$ cat src/rtl/online_add_sequencer.sv
// rtl/online_add_sequencer.sv - drives one online radix-4 addition and collects result digits; ONLINE_ADD_SEQ_CHECK_EN enables the result check
module online_add_sequencer #(
    parameter int N     = 6,
    parameter int C     = 3,
    parameter int DELAY = 2
) (
    input  logic                 clk,
    input  logic                 reset,
    input  logic                 start,
    input  logic                 abort,
    input  logic [N*C-1:0]       x,
    input  logic [N*C-1:0]       y,
    input  logic [(N+1)*C-1:0]   expected,
    input  logic [C-1:0]         zi,
    output logic [C-1:0]         xi,
    output logic [C-1:0]         yi,
    output logic                 adder_reset,
    output logic                 adder_en,
    output logic [(N+1)*C-1:0]   result,
    output logic                 busy,
    output logic                 done,
    output logic                 correct
);

    localparam int KW = $clog2(N + DELAY + 1);
    localparam logic [KW-1:0] K_LAST = KW'(N + DELAY - 1);
    localparam logic [KW-1:0] K_CAP0 = KW'(DELAY - 1);

    localparam logic [1:0] S_IDLE  = 2'd0;
    localparam logic [1:0] S_CLEAR = 2'd1;
    localparam logic [1:0] S_RUN   = 2'd2;
    localparam logic [1:0] S_DONE  = 2'd3;

    logic [1:0]           r_state;
    logic [KW-1:0]        r_k;
    logic [N*C-1:0]       r_x;
    logic [N*C-1:0]       r_y;
    logic [(N+1)*C-1:0]   r_result;

    logic                 w_accept;
    logic                 w_last;
    logic                 w_cap;
    logic [KW-1:0]        w_d;
    logic [C-1:0]         w_xd;
    logic [C-1:0]         w_yd;
    logic [(N+1)*C-1:0]   w_result_next;

    // abort beats start, so a simultaneous request never leaves IDLE
    assign w_accept = (r_state == S_IDLE) && start && !abort;
    assign w_last   = (r_state == S_RUN) && (r_k == K_LAST);
    // the adder's first output digit appears DELAY-1 cycles into RUN
    assign w_cap    = (r_state == S_RUN) && (r_k >= K_CAP0);
    assign w_d      = r_k - K_CAP0;

    // pick operand digit k (MSD first); past the last digit the operands are zero
    always_comb begin
        w_xd = '0;
        w_yd = '0;
        for (int i = 0; i < N; i++) begin
            if (r_k == KW'(i)) begin
                w_xd = r_x[(N - i) * C - 1 -: C];
                w_yd = r_y[(N - i) * C - 1 -: C];
            end
        end
    end

    // slot the incoming adder digit into its result position
    always_comb begin
        w_result_next = r_result;
        for (int d = 0; d <= N; d++) begin
            if (w_cap && (w_d == KW'(d))) begin
                w_result_next[(N + 1 - d) * C - 1 -: C] = zi;
            end
        end
    end

    // control FSM, run counter, operand latch and result collection
    always_ff @(posedge clk or posedge reset) begin
        if (reset) begin
            r_state  <= S_IDLE;
            r_k      <= '0;
            r_x      <= '0;
            r_y      <= '0;
            r_result <= '0;
        end else begin
            case (r_state)
                S_IDLE: begin
                    if (w_accept) begin
                        r_x      <= x;
                        r_y      <= y;
                        r_result <= '0;
                        r_k      <= '0;
                        r_state  <= S_CLEAR;
                    end
                end
                S_CLEAR: begin
                    r_k     <= '0;
                    r_state <= abort ? S_IDLE : S_RUN;
                end
                S_RUN: begin
                    if (abort) begin
                        // partial digits stay visible; the aborted edge captures nothing
                        r_k     <= '0;
                        r_state <= S_IDLE;
                    end else begin
                        r_result <= w_result_next;
                        if (w_last) begin
                            r_k     <= '0;
                            r_state <= S_DONE;
                        end else begin
                            r_k <= r_k + KW'(1);
                        end
                    end
                end
                default: begin
                    r_k     <= '0;
                    r_state <= S_IDLE;
                end
            endcase
        end
    end

    assign busy        = (r_state != S_IDLE);
    assign adder_reset = (r_state == S_CLEAR);
    assign adder_en    = (r_state == S_RUN);
    assign done        = (r_state == S_DONE) && !abort;
    assign xi          = (r_state == S_RUN) ? w_xd : '0;
    assign yi          = (r_state == S_RUN) ? w_yd : '0;
    assign result      = r_result;

`ifdef ONLINE_ADD_SEQ_CHECK_EN
    logic [(N+1)*C-1:0] r_expected;
    logic               r_correct;

    // latch the reference on start; judge the full result as it is completed so it is valid with done
    always_ff @(posedge clk or posedge reset) begin
        if (reset) begin
            r_expected <= '0;
            r_correct  <= 1'b0;
        end else if (w_accept) begin
            r_expected <= expected;
            r_correct  <= 1'b0;
        end else if (abort && (r_state != S_IDLE)) begin
            r_correct <= 1'b0;
        end else if (w_last) begin
            r_correct <= (w_result_next == r_expected);
        end
    end

    assign correct = r_correct;
`else
    // no comparator in this build; expected has no consumer and correct is constant 0
    assign correct = 1'b0 & (^expected);
`endif

endmodule

$ cat config.mk
export PLATFORM = sky130hd
export DESIGN_NAME = online_add_sequencer
export DESIGN_NICKNAME = d
export VERILOG_FILES = /design/src/rtl/online_add_sequencer.sv
export SDC_FILE = /design/constraint.sdc
export NUM_CORES = 1
export LEC_CHECK = 0
export ABC_AREA = 1
export CAP_MARGIN = 30
export CORE_MARGIN = 10
export CORE_UTILIZATION = 65
export CTS_CLUSTER_SIZE = 25
export DETAILED_ROUTE_END_ITERATION = 16
export DONT_BUFFER_PORTS = 1
export PLACE_DENSITY = 0.81
export RECOVER_POWER = 100
export SETUP_SLACK_MARGIN = 0.3
export SYNTH_ARGS = -nofsm -noshare
export SYNTH_HDL_FRONTEND = slang
export SYNTH_SLANG_ARGS = --single-unit
$ cat constraint.sdc
create_clock -name clk -period 2.5 [get_ports clk]
set_input_delay 0.125 -clock clk [delete_from_list [all_inputs] [get_ports clk]]
set_output_delay 0.125 -clock clk [all_outputs]
set_load 0.02 [all_outputs]
Yosys cells after proc, flatten, opt, wreduce, memory -nomap -nowiden

Index checks and enable logic that the tools add are counted.

Register bits: 63
Input port bits: 64
Output and inout port bits: 32
Logic and storage cells: 99

$add $sub $neg: 2
$lt $le $gt $ge: 1
Equality and inequality tests: 25
Multiplexer cells: 33
Reduce and logical (&&, ||, !) cells: 27

Operators by type and width:

| cell                | number |
|---|---|
| $mux 3              | 21 |
| $mux 21             | 2 |
| $pmux 21 s2         | 1 |
| $reduce_and 4->1    | 7 |
| $eq 4x3->1 const B  | 6 |
| $eq 4x2->1 const B  | 4 |
| $ne 2x1->1 const B  | 7 |
| $logic_and 1x1->1   | 12 |
| $mux 4              | 3 |
| $eq 4x1->1 const B  | 2 |
| $logic_not 4->1     | 2 |
| $mux 2              | 4 |
| $pmux 4 s2          | 1 |
| $pmux 2 s3          | 1 |
| $add 4x1->4 const B | 1 |
| $eq 2x2->1 const B  | 2 |
| $ge 4x1->1 const B  | 1 |
| $ne 2x2->1 const B  | 2 |
| $reduce_and 2->1    | 2 |
| $reduce_bool 2->1   | 2 |
| $sub 4x1->4 const B | 1 |
| $ne 3x2->1 const B  | 1 |
| $eq 2x1->1 const B  | 1 |
| $logic_not 2->1     | 1 |
| $logic_not 1->1     | 1 |

Longest topological paths before layout

Gate-level depths: netlist of run 1.

Depth in word-level cells: 8
Depth in mapped cells: 11
Depth with buffers taken out: 10

Worst setup path after synthesis of run 1

No wires, ideal clock.

Path kind: reg2out
Start point: reg r_k[0]
End point: out yi[0]
Data arrival time: 1593 ps
Required time: 2375 ps
Slack: 782 ps
Stages on the path, launching flop included: 9
Path buffers: 0
Path through: dfrtp_1 -> inv_1 -> ha_1 -> nand2_1 -> o21ai_0 -> inv_1 -> nand2_1 -> nand2_1 -> a21oi_1

Cells in the longest elaborated chain, start to end: 8
Elaborated cells between the ends (all ways): 13
Classes of those cells: 5 x eq/ne; 7 x mux; 1 x reduce/logical

Ends and longest elaborated chain:

| what                     | RTL line | text |
|---|---|---|
| start: declaration       | 35       | `logic [KW-1:0] r_k;` |
| start signal: assignment | 111      | `r_k <= r_k + KW'(1);` |
| $logic_not 4->1          | 60       | `if (r_k == KW'(i)) begin` |
| $mux 3 (5 in series)     | 60       |  |
| $mux 3 (*)               | 60       |  |
| $mux 3 (*)               | 128      | `assign yi = (r_state == S_RUN) ? w_yd : '0;` |
| end: declaration         | 16       | `output logic [C-1:0] yi,` |

Mark *: on every way between the ends. The rest lies on a longest branch, timed or not.

Worst setup path in the final report of run 1

Start point: reg r_k[2]
End point: out yi[0]

Same word-level chain as after synthesis.

==> reports/results.ini, run 1 <==
[run_status]
status = complete, no violations

[floorplan]
die_y_um = 90.7
dieArea_sq_mm = 0.00822
die_w_um = 90.7
rows = 25
io_pins = 96
core_area_sq_mm = 0.00479
start_util_pct = 67.8

[routing]
wl_per_cell_um = 17.5
totalWireLength_um = 8510
vias = 2684
first_pass_iters = 5
via_per_inst = 5.52
drtIter0Drc = 160
drc = 0
ant_nets = 0

[global_route]
grt_overflow_total = 0
grt_max_degree = 51
grt_usage_pct = 20.2
grt_pass1_vias = 2681
grt_pass1_wl_um = 13400
grt_antenna_before_repair = 0

[power]
power.total_mw = 4.62
seqPwrFrac_pct = 41.9
power_frac_comb_pct = 38.4
switchingPower_mw = 1.99
p_leak_nw = 1.94
clkPwrFrac_pct = 19.7
intPower_mw = 2.62
ir_drop_mv = 0.757
swShare_pct = 43.2
power_density_mw_per_mm2 = 1160

[timing]
final-hold-violation-count = 0
maxSlewHeadroom_pct = 23.4
min_period_ns = 2.21
setup_tns_ns = 0
layout_worst_path_cycle_share_pct = 88.4
skew_ns = 0.0140
rsz0062_at_grt = yes
setup_viol = 0
maxSlewViolCount = 0
tightest_slew_ns = 1.15
max_freq_mhz = 452

[worst_setup_path]
crit_end = yi[0]
critPathLaunch = r_k[2]$_DFFE_PP0P_
reg2reg_to = r_y[0]$_DFFE_PP0P_
path_class = reg2out
cp-start-kind = flop
r2r_slack_ns = 0.30
cp.arrival_ns = 2.09
critPathCaptureType = output pin
crit_fanout = 10
reg2reg_from = r_state[0]$_DFFE_PP0P_
required_ns = 2.38
r2r_cells = 4

[clocking]
clkLatencyLatePin_ns = 0.36
cts_tree = yes
ctsLongestPathBuffers = 2
htree_num_levels = 3
cts_made_buffers = 9
cts.clk_slew.worst_paths_ns = 0.07
cts_root_buf = clkbuf_8
cts.sinks = 63

[logic_synthesis]
ys_types = 30
syn_avg_cell_area_sq_um = 8.85
ys_top_cells_by_area = dfrtp_1 (49%), nand2_1 (9.9%), mux2_2 (7.3%), nand3_1 (6.2%), inv_1 (4.9%)
synth_largest_area_cell = dfrtp_1
ys_seq_elements = 63
syn_area_sq_mm = 0.00325
yosys_warnings = 0
syn-instance-count = 367
synthDominantCellAreaShare_pct = 48.6
yosysSeqAreaShare_pct = 48.6
mappedNetlistNets = 437

[final_layout]
diodes = 0
area.sequential_sq_mm = 0.00158
final_layout_size_suffix_gt1_share_pct = 18.9
nets = 484
multi_input_area_sq_mm = 0.00150
area_delta_synth_final_pct = 22.2
fillers = 284

[place]
numPortBuffers = 0
globalplace.congestion = 0.849
dp_hpwl_um = 5150

[min_path]
hp-class = in2reg

[job]
cap_viol_max_count = 0

==> how the worst min path moves through the flow <==
stage / cells past startpoint / from / endpoint
4_1_cts: 3 / start / r_k[2]$_DFFE_PP0P_
3_3_place_gp: 1 / reset / r_y[2]$_DFFE_PP0P_
3_5_place_dp: 1 / reset / r_y[5]$_DFFE_PP0P_
6_report: 3 / start / r_k[2]$_DFFE_PP0P_
5_1_grt: 3 / start / r_k[2]$_DFFE_PP0P_
2_1_floorplan: 1 / y[0] / r_y[0]$_DFFE_PP0P_
==> cell families (layout without fill, tap and decap cells) <==
group,after synthesis,in the layout,synth area share [%]
compound gates,46,46,7.98
xor+xnor,4,4,1.08
fa+ha+maj,6,6,2.31
buf+inv,56,107,8.25
flops,63,63,48.6
mux,22,22,7.75
other cells,1,1,0.115
simple gates,169,170,24.0
==> per-stage QoR <==
stage	area, sq um	hold slack, ns	setup slack (ns)	instances	utilization [%]
after floorplan	3250	0.274	0.782	367	-
after detailed placement	3260	0.0478	0.438	426	68.1
after CTS	3900	0.0356	0.303	480	81.4
final	3970	0.0637	0.290	486	82.9
after global placement	3260	0.0435	0.450	426	68.1
after global routing	3970	0.0818	0.152	486	82.9
==> area by class of cell <==
class | count | area share, %
timing repair buffer | 47 | 11.0
clock buffer | 11 | 3.56
inverter | 44 | 4.16
tap | 67 | 2.11
clock inverter | 5 | 1.45
multi-input combinational | 249 | 37.9
sequential | 63 | 39.8
==> state kept, by name, summed over array words and instances (netlist names) <==
signal,cells
result,21
r_k,4
r_state,2
r_y,18
r_x,18
==> synth_stat cells, drive strengths merged <==
cell    instances
nand2          89
dfrtp          63
inv            44
nand3          43
nor2           27
a21oi          23
mux2           22
o21ai          22
buf            10
ha              6
or2             5
nand4           4
xor2            3
clkbuf          2
conb            1
nand3b          1
o21a            1
xnor2           1
==> critical path: stages (launching register included) <==
cell and delay, ns:
dfrtp_1 0.58, nor2_4 0.28, buf_4 0.14, buf_4 0.10, nand4_1 0.09, o21ai_0 0.11
nand2_1 0.07, nand2_1 0.06, nand2_1 0.08, a21oi_4 0.23
==> layout by cell type (no fill, tap or decap), drive strengths merged <==
cell         Yosys  routed
nand2           89      89
dfrtp           63      63
inv             44      44
nand3           43      43
dlygate4sd3      0      38
nor2            27      28
a21oi           23      23
mux2            22      22
o21ai           22      22
clkbuf           2      14
buf             10       6
ha               6       6
or2              5       5
nand4            4       4
clkinv           0       4
xor2             3       3
o21a             1       1
xnor2            1       1
nand3b           1       1
conb             1       1
bufinv           0       1
==> per-layer routing <==
| layer | GRT usage [%] | share of wire (%) |
|---|---|---|
| met5 | 0 | 0 |
| met4 | 9.95 | 2.8 |
| met3 | 7.56 | 8.0 |
| met2 | 34.4 | 51 |
| met1 | 21.5 | 38 |
==> what timing repair did <==
item,4_1_cts,5_1_grt
buffers inserted,0,5
hold endpoints to repair,58,0
pin swaps,0,1
hold buffers,38,0
gates cloned,0,1
resized for setup,15,13
endpoints found under the setup margin,6,6
==> power by group through the flow <==
stage,Sequential [mW],Combinational [mW],Clock [mW]
after floorplan,1.83,1.31,0
after global placement,1.91,1.47,0
after detailed placement,1.93,1.52,0
after CTS,1.92,1.65,0.912
after global routing,1.98,1.97,0.961
final,1.94,1.77,0.908
Power figures use the tool's default switching activity.
==> run 2: changes to the inputs <==
Settings changed: CTS_BUF_LIST set to sky130_fd_sc_hd__clkbuf_4 sky130_fd_sc_hd__clkbuf_8.
==> reports/results.ini, run 2 (synthesis results as in run 1) <==
[final_layout]
layoutNonFillerInstCount = 485
area_delta_synth_final_pct = 22.4
diodes = 0
final_layout_size_suffix_gt1_share_pct = 18.9
fin_area_sq_mm = 0.00397
final_common_cell = nand2_1
final_cell_mix = nand2_1 (86), dfrtp_1 (60), inv_1 (40)
final_util_pct = 83.0
largest_register_ffs = 21
nets = 483

[timing]
setup_tns_ns = 0
layout_worst_path_cycle_share_pct = 90.3
setup_viol = 0
maxSlewViolCount = 0
maxSlewHeadroom_pct = 22.8
fin_hold_ws_ns = 0.0617
min_period_ns = 2.26
final-hold-violation-count = 0
rsz0062_at_grt = no
skew_ns = 0.0163
max_freq_mhz = 443
tightest_slew_ns = 1.16
setup_slack_ns = 0.244

[floorplan]
die_w_um = 90.7
dieArea_sq_mm = 0.00822
io_pins = 96
start_util_pct = 67.8
die_y_um = 90.7
core_area_sq_mm = 0.00479
rows = 25

[global_route]
grt_antenna_before_repair = 0
grt_pass1_vias = 2663
grt_usage_pct = 20.2
grt_overflow_total = 0
grt_pass1_wl_um = 13400
grt_max_degree = 51

[place]
preCtsSetupSlack_ns = 0.438
placed_area_sq_mm = 0.00326
dp_hpwl_um = 5150
globalplace.congestion = 0.849
dp.cells = 426
numPortBuffers = 0

[routing]
vias = 2680
ant_nets = 0
drtIter0Drc = 177
first_pass_iters = 4
via_per_inst = 5.53
totalWireLength_um = 8390
wl_per_cell_um = 17.3
drc = 0

[worst_setup_path]
path_class = reg2out
critPathCaptureType = output pin
crit_fanout = 7
cp.arrival_ns = 2.13
cp-start-kind = flop
required_ns = 2.38

[clocking]
cts.sinks = 63
clkLatencyLatePin_ns = 0.36
cts_root_buf = clkbuf_8
cts.clk_slew.worst_paths_ns = 0.06
ctsLongestPathBuffers = 2
cts_tree = yes
cts_made_buffers = 9
htree_num_levels = 3

[min_path]
hp-class = in2reg

[power]
p_leak_nw = 1.94
power_density_mw_per_mm2 = 1160
power.total_mw = 4.61
ir_drop_mv = 0.711

[job]
cap_viol_max_count = 0

[run_status]
status = complete, no violations

## run 2: cell types whose count changed in the layout (fill, tap and decap cells not counted), sizes merged
cell	previous run	this run
clkbuf	14	13
## run 2: report_power, final
part	leakage (nW)	switching (mW)	internal, mW
Sequential	0.775	0.465	1.47
Clock	0.107	0.416	0.499
Combinational	1.06	1.10	0.663
## run 2: final cells by class
class,instances,area (sq um)
fillers,280,812
clock inverters,5,57.6
multi-input cells,249,1510
repair buffers,46,433
flip-flops and latches,63,1580
inverters,44,165
well taps,67,83.8
clock buffers,11,145
## run 2: critical path, cell delays in order (launching register included)
cell and delay, ns:
dfrtp_2 0.46, inv_1 0.25, ha_4 0.25, nand3_2 0.18, o21ai_0 0.25, inv_1 0.12, a21oi_4 0.26
## run 2: final timing paths
| check | from | endpoint | slack, ns | cells after the start |
|---|---|---|---|---|
| max in group asynchronous | reset | r_k[2]$_DFFE_PP0P_ | 0.50 | 3 |
| hold / removal | start | r_k[2]$_DFFE_PP0P_ | 0.06 | 3 |
| min in group asynchronous | reset | r_y[2]$_DFFE_PP0P_ | 0.37 | 2 |
| hold reg to reg | r_y[10]$_DFFE_PP0P_ | r_y[10]$_DFFE_PP0P_ | 0.51 | 1 |
| setup / recovery | r_k[0]$_DFFE_PP0P_ | xi[0] | 0.24 | 6 |
| setup reg to reg | r_state[0]$_DFFE_PP0P_ | result[12]$_DFFE_PP0P_ | 0.46 | 6 |
## run 2: timing repair
| item | 4_1_cts | 5_1_grt |
|---|---|---|
| endpoints found under the setup margin | 6 | 6 |
| gates resized for setup | 15 | 16 |
| cloned | 0 | 1 |
| hold endpoints to repair | 58 | 0 |
| pin swaps | 0 | 1 |
| hold buffers | 38 | 0 |
| buffers inserted | 0 | 4 |
## run 2: metal layers
layer | track usage [%] | part of all wire, % | vias up | wire (um)
met2 | 34.5 | 52 | 118 | 4380
met1 | 21.3 | 37 | 1269 | 3120
met4 | 9.28 | 2.3 | 0 | 191
met5 | 0 | 0 | - | 0
li1 | - | - | 1274 | -
met3 | 8.31 | 8.4 | 19 | 703
==> run 3: changes to the inputs <==
Clock period 2.5 ns to 2.1 ns, I/O delays scaled along.
==> reports/results.ini, run 3 (synthesis results as in run 1) <==
[run_status]
status = complete, no violations

[routing]
via_per_inst = 5.89
totalWireLength_um = 9940
wl_per_cell_um = 19.5
drc = 0
ant_nets = 0
vias = 3003
first_pass_iters = 6
drtIter0Drc = 166

[final_layout]
diodes = 0
nets = 508
final_layout_size_suffix_gt1_share_pct = 27.5
final_util_pct = 88.6
largest_register_ffs = 21
area_delta_synth_final_pct = 30.6
final_common_cell = nand2_1
final_cell_mix = nand2_1 (74), dfrtp_1 (60), dlygate4sd3_1 (38)

[worst_setup_path]
slowest_delay_ns = 0.48
crit_chain = inv_4, ha_4, buf_6, nand2_4, o21ai_2, nand3_1, nand2_1, nand2_1, a21oi_2, buf_4
required_ns = 2.00
critPathCaptureType = output pin
crit_path_frequent_cell = nand2_1
cp-start-kind = flop
crit_fanout = 5
cp_slowest_cell = dfrtp_2
path_class = reg2out
crit_family = flip-flops
cp.arrival_ns = 1.96
path_buf_inv = 3

[global_route]
grt_max_degree = 64
grt_pass1_vias = 3002
grt_usage_pct = 22.0
grt_pass1_wl_um = 14800
grt_antenna_before_repair = 0
grt_overflow_total = 0

[timing]
setup_tns_ns = 0
final-hold-violation-count = 0
tightest_slew_ns = 0.771
layout_worst_path_cycle_share_pct = 98.3
min_period_ns = 2.06
maxSlewHeadroom_pct = 48.6
rsz0062_at_grt = yes
skew_ns = 0.0103
max_freq_mhz = 485
setup_slack_ns = 0.0363
setup_viol = 0
maxSlewViolCount = 0

[power]
power_density_mw_per_mm2 = 1410
ir_drop_mv = 0.935
p_leak_nw = 2.07

[clocking]
ctsLongestPathBuffers = 2
cts_tree = yes
cts_made_buffers = 9
htree_num_levels = 3
cts.sinks = 63
clkLatencyLatePin_ns = 0.35
cts_root_buf = clkbuf_8
cts.clk_slew.worst_paths_ns = 0.07

[floorplan]
rows = 25
dieArea_sq_mm = 0.00822
die_y_um = 90.7
die_w_um = 90.7
core_area_sq_mm = 0.00479
start_util_pct = 67.8
io_pins = 96

[place]
dp_hpwl_um = 5130
preCtsSetupSlack_ns = 0.177
globalplace.congestion = 0.863
numPortBuffers = 0

[min_path]
hp-class = in2reg

[job]
cap_viol_max_count = 0

## run 3: cell count changes in the layout (fill, tap and decap cells not counted), sizes merged
| cell | change |
|---|---|
| bufinv | -1 |
| inv | -1 |
| clkinvlp | +1 |
| clkbuf | -1 |
| nor2 | -1 |
| clkinv | +2 |
| buf | +26 |
## run 3: layout make-up
cell class	count	area, sq um
Clock buffer	10	138
Clock inverter	6	36.3
Fill cell	197	546
Inverter	44	170
Multi-Input combinational cell	248	1570
Sequential cell	63	1580
Tap cell	67	83.8
Timing Repair Buffer	72	662
## run 3: final timing paths
| check | from | to | slack (ns) | cells past startpoint |
|---|---|---|---|---|
| worst min-delay path | start | r_k[2]$_DFFE_PP0P_ | 0.08 | 3 |
| worst min register to register | r_y[2]$_DFFE_PP0P_ | r_y[2]$_DFFE_PP0P_ | 0.51 | 1 |
| min in group asynchronous | reset | result[18]$_DFFE_PP0P_ | 0.44 | 3 |
| worst max register to register | r_k[0]$_DFFE_PP0P_ | result[2]$_DFFE_PP0P_ | 0.08 | 9 |
| max in group asynchronous | reset | r_k[3]$_DFFE_PP0P_ | 1.10 | 3 |
| worst max-delay path | r_k[0]$_DFFE_PP0P_ | yi[2] | 0.04 | 10 |
## run 3: worst register-to-register path, stage by stage (launching register included)
cell and delay (ns):
dfrtp_2 0.48, inv_4 0.13, buf_4 0.14, ha_4 0.18, xor2_2 0.21, nand3_4 0.11, o21ai_0 0.38, buf_4 0.20
nand3_1 0.06, nand2_1 0.09
## run 3: what timing repair did
item,CTS,global route
endpoints found under the hold margin,100,0
cloned,0,0
pin swaps,7,21
hold buffers,38,0
resized for setup,31,40
buffers inserted,13,8
endpoints found under the setup margin,24,27
## run 3: layer usage
| layer | vias up | global-route usage, % | routed length (um) |
|---|---|---|---|
| li1 | 1321 | - | - |
| met1 | 1435 | 22.6 | 3310 |
| met2 | 188 | 39.1 | 5300 |
| met3 | 59 | 7.40 | 839 |
| met4 | 0 | 10.7 | 497 |
| met5 | - | 0 | 0 |
## run 3: power breakdown
| part | leakage [nW] | total, mW | switching, mW | internal [mW] |
|---|---|---|---|---|
| registers | 0.775 | 2.32 | 0.568 | 1.75 |
| logic | 1.20 | 2.69 | 1.57 | 1.12 |
| clock network | 0.0918 | 0.957 | 0.504 | 0.453 |
## run 3: per-stage QoR
| stage | power [mW] | area, sq um | cells | hold WS [ns] |
|---|---|---|---|---|
| global route | 6.30 | 4240 | 510 | 0.0992 |
| floorplan | 3.74 | 3250 | 367 | 0.254 |
| detailed placement | 4.21 | 3340 | 435 | 0.256 |
| finish | 5.96 | 4240 | 510 | 0.0789 |
| CTS | 5.45 | 4090 | 502 | 0.0174 |
| global placement | 4.12 | 3340 | 435 | 0.254 |
